## config.mk

```make
export PLATFORM = sky130hd
export DESIGN_NAME = sram_mem_controller
export DESIGN_NICKNAME = d
export VERILOG_FILES = /design/src/rtl/mem_ctrl_pkg.sv /design/src/rtl/sram_mem_controller.sv
export SDC_FILE = /design/constraint.sdc
export NUM_CORES = 1
export LEC_CHECK = 0
export ABC_AREA = 1
export CAP_MARGIN = 5
export CORE_MARGIN = 5
export CORE_UTILIZATION = 45
export CTS_BUF_LIST = sky130_fd_sc_hd__clkbuf_4
export DETAILED_ROUTE_END_ITERATION = 16
export DONT_BUFFER_PORTS = 1
export MAX_ROUTING_LAYER = met4
export PLACE_DENSITY_LB_ADDON = 0.1
export SYNTH_ARGS = -nofsm -noshare
export SYNTH_HDL_FRONTEND = slang
export SYNTH_SLANG_ARGS = --single-unit
```

## constraint.sdc

```tcl
create_clock -name clk -period 4.2 [get_ports clk]
set_input_delay 0.84 -clock clk [delete_from_list [all_inputs] [get_ports clk]]
set_output_delay 0.84 -clock clk [all_outputs]
set_load 0.05 [all_outputs]
```

## src/rtl/mem_ctrl_pkg.sv

```systemverilog
// Shared definitions for the SRAM-backed data memory controller.
//   state_e       : controller FSM states
//   MEM_BASE_ADDR : default start of the data space in CPU byte addresses
//   SRAM_DW       : external SRAM data bus width
package mem_ctrl_pkg;
   typedef enum logic [1:0] {
      IDLE   = 2'd0,
      ACC_HI = 2'd1,
      ACC_LO = 2'd2,
      DONE   = 2'd3
   } state_e;

   localparam int MEM_BASE_ADDR = 1024;
   localparam int SRAM_DW       = 16;
endpackage

```

## src/rtl/sram_mem_controller.sv

```systemverilog
// sram_mem_controller: bridges the MEM-stage word request interface to a slow
// 16-bit external SRAM. Each 32-bit access becomes two halfword accesses
// (high half at the even halfword address, low half at the odd one), each
// lasting WAIT_CYCLES+1 cycles. ready stays low while busy so the pipeline
// freezes until the access completes.
// Ports:
//   clk, rst            clock, async active-low reset
//   mem_r_en, mem_w_en  load / store request (held while ready=0)
//   address             CPU byte address
//   dataToWrite         store data
//   result              load data, valid from DONE until the next completed read
//   ready               0 while an access is in flight
//   sram_addr           SRAM halfword address
//   sram_dq_out/_in     SRAM write / read data
//   sram_dq_oe          1 = controller drives the SRAM data bus
//   sram_we_n           active-low SRAM write strobe
module sram_mem_controller
   import mem_ctrl_pkg::*;
#(
   parameter int BASE_ADDR   = MEM_BASE_ADDR,
   parameter int SRAM_AW     = 18,
   parameter int WAIT_CYCLES = 1   // legal range 1..7
) (
   input  logic                 clk,
   input  logic                 rst,
   input  logic                 mem_r_en,
   input  logic                 mem_w_en,
   input  logic [31:0]          address,
   input  logic [31:0]          dataToWrite,
   output logic [31:0]          result,
   output logic                 ready,
   output logic [SRAM_AW-1:0]   sram_addr,
   output logic [SRAM_DW-1:0]   sram_dq_out,
   input  logic [SRAM_DW-1:0]   sram_dq_in,
   output logic                 sram_dq_oe,
   output logic                 sram_we_n
);

   localparam logic [2:0] LAST = 3'(WAIT_CYCLES);

   state_e               r_state;
   logic [2:0]           r_cnt;
   logic                 r_is_wr;
   logic [SRAM_AW-2:0]   r_waddr;
   logic [31:0]          r_wdata;
   logic [SRAM_DW-1:0]   r_hi;
   logic [31:0]          r_result;
   logic [SRAM_AW-1:0]   r_sram_addr;
   logic [SRAM_DW-1:0]   r_dq_out;
   logic                 r_dq_oe;
   logic                 r_we_n;

   logic                 w_req;
   logic [31:0]          w_diff;
   logic [SRAM_AW-2:0]   w_waddr;
   logic [2:0]           w_cnt_nxt;
   logic                 w_last;

   // Word index relative to the data base; wraps modulo 2^32 and then again
   // to the SRAM size by truncation.
   assign w_diff    = address - 32'(BASE_ADDR);
   assign w_waddr   = w_diff[SRAM_AW:2];
   assign w_req     = mem_r_en | mem_w_en;
   assign w_cnt_nxt = r_cnt + 3'd1;
   assign w_last    = (r_cnt == LAST);

   wire w_unused = ^{w_diff[1:0], w_diff[31:SRAM_AW+1]};

   // Request is combinationally visible in IDLE so the pipeline stalls on
   // the same cycle the request appears.
   assign ready = ~(((r_state == IDLE) & w_req) |
                    (r_state == ACC_HI) | (r_state == ACC_LO));

   assign result      = r_result;
   assign sram_addr   = r_sram_addr;
   assign sram_dq_out = r_dq_out;
   assign sram_dq_oe  = r_dq_oe;
   assign sram_we_n   = r_we_n;

   // Bus outputs are registered, so each branch loads the value the bus
   // must carry in the following cycle. The strobe is released one cycle
   // before the access ends so address and data hold past its rising edge.
   always_ff @(posedge clk or negedge rst) begin
      if (!rst) begin
         r_state     <= IDLE;
         r_cnt       <= 3'd0;
         r_is_wr     <= 1'b0;
         r_waddr     <= '0;
         r_wdata     <= 32'd0;
         r_hi        <= '0;
         r_result    <= 32'd0;
         r_sram_addr <= '0;
         r_dq_out    <= '0;
         r_dq_oe     <= 1'b0;
         r_we_n      <= 1'b1;
      end else begin
         case (r_state)
            IDLE: begin
               if (w_req) begin
                  r_state     <= ACC_HI;
                  r_cnt       <= 3'd0;
                  r_is_wr     <= mem_w_en;   // write wins when both set
                  r_waddr     <= w_waddr;
                  r_wdata     <= dataToWrite;
                  r_sram_addr <= {w_waddr, 1'b0};
                  r_dq_oe     <= mem_w_en;
                  r_we_n      <= ~mem_w_en;  // counter 0 < WAIT_CYCLES
                  if (mem_w_en) r_dq_out <= dataToWrite[31:16];
               end
            end
            ACC_HI, ACC_LO: begin
               if (!w_last) begin
                  r_cnt  <= w_cnt_nxt;
                  r_we_n <= ~(r_is_wr & (w_cnt_nxt < LAST));
               end else begin
                  r_cnt <= 3'd0;
                  if (r_state == ACC_HI) begin
                     r_state     <= ACC_LO;
                     r_sram_addr <= {r_waddr, 1'b1};
                     r_we_n      <= ~r_is_wr;
                     if (r_is_wr) r_dq_out <= r_wdata[15:0];
                     else         r_hi     <= sram_dq_in;
                  end else begin
                     r_state <= DONE;
                     r_dq_oe <= 1'b0;
                     r_we_n  <= 1'b1;
                     // Both halves commit together so result never shows
                     // a half-updated word.
                     if (!r_is_wr) r_result <= {r_hi, sram_dq_in};
                  end
               end
            end
            DONE:    r_state <= IDLE;
            default: r_state <= IDLE;
         endcase
      end
   end

endmodule

```

==> metrics.md, run 1 <==
| Metric | Value |
|---|---|
| Outcome | `finished clean` |
| Mapped Nets | `704` |
| Largest net degree at the start of global routing | `123` |
| Drt first-iter violations | `252` |
| Synth Instances | `613` |
| Final layout net count | `699` |
| Starting Density | `45.5%` |
| Yosys top cell by area | `dfrtp_1` |
| CTS Hold Buffers Added | `1` |
| Largest stage delay on the critical path | `0.82 ns` |
| Fraction of layout cells with a size suffix above 1 | `11.1%` |
| Most common cell after layout, fill and taps aside | `nand2_1` |
| Post-synth EDFFs | `0` |
| Hpwl dp | `7840 um` |
| Final min period | `2.93 ns` |
| Largest family of logic cells by synthesized area | `simple AND/OR/NAND/NOR gates` |
| Multi-input logic area | `2030 um^2` |
| Post CTS Setup Buffer Count | `0` |
| Drc violations | `0` |
| Total Neg Setup Slack | `0 ns` |
| Synth Cell Area | `5450 um^2` |
| Worst EP arrival | `3.36 ns` |
| Commonest non-fill, non-tap cells in the layout | `nand2_1 (235), dfrtp_1 (122), o21ai_0 (50)` |
| Initial antenna violation count | `1` |
| CTS resizes | `0` |
| Die area | `14,400 um^2` |
| Seq cells post-synth | `123` |
| CTS Root Cell | `clkbuf_4` |
| Top Ports | `153` |
| Hold Path Class | `in -> async` |
| CP required | `4.63 ns` |
| CP max stage cell | `nand4_1` |
| DR vias | `3,862` |
| Synth Warn # | `0` |
| RSZ-0062 raised after global routing | `no` |
| First-pass detailed-route iteration total | `4` |
| Ys flop type | `dfrtp_1` |
| Post-synth ARST share | `100%` |
| Skew final | `0.0105 ns` |
| Skew-Pair Late Insertion Delay | `0.53 ns` |
| Filler cells | `1,171` |
| CP Cell Sequence | `inv_1 -> ha_1 -> inv_4 -> nand2_2 -> nand4_1 -> o21ai_0` |
| Clk sinks | `123` |
| CP max FO | `33` |
| Worst-Margin Slew | `1.04 ns` |
| Die Height | `120 um` |
| Compound-cell area share of the yosys netlist | `9.95%` |
| # port buffers | `0` |
| Max Slew Vio Count | `0` |
| Top cell type's share of synthesized area | `56.1%` |
| Number of global-route vias before repair | `3,889` |
| Critical path buffers and inverters | `2` |
| Post-Synth Adder-Cell Area | `1.61%` |
| Die width | `120 um` |
| Avg Synthesized Cell Area | `8.88 um^2` |
| H-tree levels | `4` |
| Row Count | `40` |
| Register area share after synthesis | `56.5%` |
| Vias/cell | `5.02` |
| Final WL | `11,700 um` |
| Final count of hold timing violations | `0` |
| First-pass GRT wire length | `19,900 um` |
| Total CTS buffers | `17` |
| CP top delay family | `simple AND/OR/NAND/NOR gates` |
| Routed WL per cell | `15.3 um` |
| Synthesized-area fraction occupied by xor and xnor cells | `0.322%` |
| Sequential cell area | `3080 um^2` |
| Simple-gate share of the synthesized area | `22.2%` |
| Crit Path Class | `reg -> reg` |
| Area grow syn2layout | `7.42%` |
| Antenna-violating nets left | `0` |
| Grt ovf | `0` |
| Startpoint Class | `flop` |
| Unique cell type count in the Yosys netlist | `32` |
| Clock-pin slew on the worst setup and hold paths | `0.11 ns` |
| CP endpoint kind | `flop` |
| Final setup fails | `0` |
| Max Clk Rate | `0.341 GHz` |
| CTS tree | `built` |
| Max clock buf depth | `2` |
| Mux share of post-synthesis cell area | `2.94%` |
| Final Util | `48.9%` |
| Max-capacitance violation count | `0` |
| Total GRT Usage | `18.0%` |
| Fin crit share | `69.7%` |
| Area contributors post-synth | `dfrtp_1 (56%), nand2_1 (16%), o21ai_0 (4.6%), inv_1 (3.2%), mux2i_1 (2.9%)` |
| Final GP Congestion | `0.767` |
| Core Footprint | `12,000 um^2` |
| Max-Slew Margin vs Limit | `30.3%` |
path summary, 6_finish.rpt:
check | to | cells after the start | slack [ns] | from
worst max-delay path | sram_addr[0] | 6 | 1.27 | r_state[1]
worst min-delay path | sram_we_n | 0 | 0.14 | rst
worst max register to register | sram_addr[0] | 6 | 1.27 | r_state[1]
worst min register to register | r_wdata[0] | 2 | 0.48 | r_wdata[0]
max in group asynchronous | r_wdata[3] | 1 | 3.51 | rst
min in group clk | r_waddr[8] | 1 | 0.41 | address[10]
through the flow:
| step | instances | hold slack, ns | setup slack [ns] | area (um^2) |
|---|---|---|---|---|
| finish | 769 | 0.141 | 1.27 | 5850 |
| global route | 769 | 0.0533 | 0.923 | 5850 |
| CTS | 768 | 0.0786 | 1.18 | 5850 |
| detailed placement | 735 | 0.459 | 1.23 | 5510 |
| global placement | 735 | 0.454 | 1.33 | 5510 |
| floorplan | 613 | 0.442 | 0.971 | 5450 |
synthesized netlist by cell type (2+ instances only):
master	instances
buf_6	4
inv_1	46
o21ai_0	50
nand3_1	25
clkbuf_1	13
a21oi_1	2
buf_4	3
nand2_2	5
nand4_1	2
nor3_1	2
a31oi_1	3
o21ai_1	4
nand2_1	235
dfrtp_1	122
o211ai_1	11
buf_2	9
o22ai_1	2
o21ai_2	16
nor2_1	24
mux2i_1	16
inv_2	2
ha_1	7
final cells by class:
cell class	count	share of cell area, %
multi-input combinational	412	34.7
clock buffer	18	2.31
sequential	123	52.6
antenna	1	0.0428
timing repair buffer	5	0.984
inverter	49	3.19
tap	147	3.14
clock inverter	14	3.04
state kept, by name (all words and copies together), names as in the netlist:
name,count
result,32
sram_addr,18
r_waddr,17
r_hi,16
r_wdata,16
sram_dq_out,16
r_cnt,3
r_state,2
r_is_wr,1
sram_dq_oe,1
sram_we_n,1
routing by layer:
metal / part of all wire (%) / up-vias / GRT usage (%)
li1: - / 1944 / -
met1: 43 / 1804 / 21.9
met2: 48 / 102 / 27.1
met3: 7.6 / 12 / 7.12
met4: 1.3 / 0 / 6.66
met5: 0 / - / -
worst register-to-register path: stages, from the launching register on:
cell and delay (ns):
dfrtp_1 0.42, inv_1 0.08, ha_1 0.61, inv_4 0.27, nand2_2 0.17, nand4_1 0.82
o21ai_0 0.46
cell families after synthesis:
family | Yosys count
AND/OR/NAND/NOR | 298
flip-flops | 123
AO/OA/AOI/OAI | 89
buffers and inverters | 78
multiplexers | 16
adder cells (fa/ha/maj) | 7
XOR/XNOR | 2
Power of run 1 is not shown: default switching activity piles up to over one toggle a cycle in this logic, so the estimate is an artifact.
==> run 2, diff against run 1 <==
==> constraint.sdc (replaced) <==
create_clock -name clk -period 3.1 [get_ports clk]
set_input_delay 0.62 -clock clk [delete_from_list [all_inputs] [get_ports clk]]
set_output_delay 0.62 -clock clk [all_outputs]
set_load 0.05 [all_outputs]
==> metrics.md, run 2 (synthesized netlist as in run 1, its figures left out) <==
| Metric | Value |
|---|---|
| Multi-input logic area | `2040 um^2 (was 2030 um^2)` |
| Total Neg Setup Slack | `0 ns (unchanged)` |
| CTS tree | `built (unchanged)` |
| Worst EP arrival | `2.05 ns (was 3.36 ns)` |
| Vias/cell | `5.04 (was 5.02)` |
| Skew-Pair Late Insertion Delay | `0.52 ns (was 0.53 ns)` |
| CP Cell Sequence | `inv_1 -> ha_1 -> inv_1 -> a21oi_2 -> nor3_2 -> buf_4 (was inv_1 -> ha_1 -> inv_4 -> nand2_2 -> nand4_1 -> o21ai_0)` |
| Post-layout instance area | `5770 um^2 (was 5850 um^2)` |
| Max Slew Vio Count | `0 (unchanged)` |
| CP top delay family | `compound AO/OA/AOI/OAI gates (was simple AND/OR/NAND/NOR gates)` |
| Clk sinks | `123 (unchanged)` |
| # port buffers | `0 (unchanged)` |
| Final hold slack | `-0.216 ns (was 0.141 ns)` |
| Fin worst setup slack | `0.430 ns (was 1.27 ns)` |
| GR Util met3 | `6.69% (was 7.12%)` |
| Max-Slew Margin vs Limit | `48.0% (was 30.3%)` |
| Die area | `14,400 um^2 (unchanged)` |
| CP max stage cell | `a21oi_2 (was nand4_1)` |
| RSZ-0062 raised after global routing | `no (unchanged)` |
| CTS Root Cell | `clkbuf_4 (unchanged)` |
| Final min period | `2.67 ns` |
| Area grow syn2layout | `5.95% (was 7.42%)` |
| Startpoint Class | `flop (unchanged)` |
| Placed instance area | `5530 um^2 (was 5510 um^2)` |
| Grt ovf | `0 (unchanged)` |
| DR vias | `3,876 (was 3,862)` |
| Fraction of layout cells with a size suffix above 1 | `11.0% (was 11.1%)` |
| Final WL | `11,600 um (was 11,700 um)` |
| Met1 GRT Util | `21.5% (was 21.9%)` |
| Number of global-route vias before repair | `3,872 (was 3,889)` |
| Clock-pin slew on the worst setup and hold paths | `0.11 ns (about the same)` |
| Grt met2 use | `26.9% (was 27.1%)` |
| CP required | `2.48 ns (was 4.63 ns)` |
| Failing checks | `negative hold slack` |
| Filler cells | `1,199 (was 1,171)` |
| Crit Path Class | `reg -> out (was reg -> reg)` |
| Skew final | `0.0124 ns (was 0.0105 ns)` |
| CP max FO | `12 (was 33)` |
| Final GP Congestion | `0.776 (was 0.767)` |
| Core Footprint | `12,000 um^2 (unchanged)` |
| Drc violations | `0 (unchanged)` |
| Total CTS buffers | `17 (unchanged)` |
| Routed WL per cell | `15.0 um (was 15.3 um)` |
| Starting Density | `45.5% (unchanged)` |
| Largest net degree at the start of global routing | `124 (was 123)` |
| Max clock buf depth | `2 (unchanged)` |
| Crit path top cell by count | `inv_1` |
| Grt peak-use layer | `met2 (unchanged)` |
| Final count of hold timing violations | `123 (was 0)` |
| Final layout net count | `701 (was 699)` |
| Worst slack, placed | `0.279 ns (was 1.23 ns)` |
| Critical path buffers and inverters | `3 (was 2)` |
| Fin crit share | `86.1%` |
| Max FFs per register | `32 (unchanged)` |
| First-pass detailed-route iteration total | `5 (was 4)` |
| Antenna-violating nets left | `0 (unchanged)` |
| Most common cell after layout, fill and taps aside | `nand2_1 (unchanged)` |
| Max Clk Rate | `0.375 GHz` |
| Hold Path Class | `in -> async (unchanged)` |
| Top Ports | `153 (unchanged)` |
| Commonest non-fill, non-tap cells in the layout | `nand2_1 (235), dfrtp_1 (122), o21ai_0 (50) (unchanged)` |
| First-pass GRT wire length | `19,700 um (was 19,900 um)` |
| Post CTS Setup Buffer Count | `0 (unchanged)` |
| H-tree levels | `4 (unchanged)` |
| Die width | `120 um (unchanged)` |
| Initial antenna violation count | `1 (unchanged)` |
| Hpwl dp | `7800 um (was 7840 um)` |
| Outcome | `finished with violations (was finished clean)` |
| Max-capacitance violation count | `0 (unchanged)` |
| Drt first-iter violations | `245 (was 252)` |
| Sequential cell area | `3080 um^2 (unchanged)` |
| Row Count | `40 (unchanged)` |
| Die Height | `120 um (unchanged)` |
| CP endpoint kind | `primary output (was flop)` |
| Total GRT Usage | `17.7% (was 18.0%)` |
| Final setup fails | `0 (unchanged)` |
| Largest stage delay on the critical path | `0.48 ns (was 0.82 ns)` |
| Worst-Margin Slew | `0.778 ns (was 1.04 ns)` |
==> run 2: repair_timing <==
action	in CTS	in global routing
hold endpoints to repair	123	123
endpoints found under the setup margin	0	2
resized for setup	0	1
==> run 2: cell type report <==
class | instances | area share, %
clock inverter | 10 | 1.37
sequential | 123 | 53.4
tap | 147 | 3.19
antenna | 1 | 0.0434
timing repair buffer | 7 | 0.911
clock buffer | 20 | 2.60
multi-input combinational | 412 | 35.3
inverter | 49 | 3.23
==> run 2: path summary, 6_finish.rpt <==
check,from,to,slack (ns),cells past startpoint
max,r_state[0],ready,0.43,6
max in group asynchronous,rst,sram_we_n,3.11,0
min,rst,r_wdata[12],-0.22,0
min in group clk,address[10],r_waddr[8],0.19,1
min reg2reg,r_wdata[10],r_wdata[10],0.48,2
max reg2reg,r_state[1],sram_dq_out[15],0.47,8
==> run 2: layer usage <==
layer	routed length [um]	share of wire, %
met2	5440	47
met5	0	0
met3	838	7.2
met1	5060	44
met4	214	1.9
==> run 2: stage by stage <==
step                      util, %  hold WS [ns]  std cells
final                        48.2        -0.216        769
after CTS                    48.1        -0.279        768
after detailed placement     46.2         0.328        738
after floorplan                 -         0.324        613
after global routing         48.2        -0.301        769
after global placement       46.2         0.329        738
Power of run 2 is left out for the same reason.
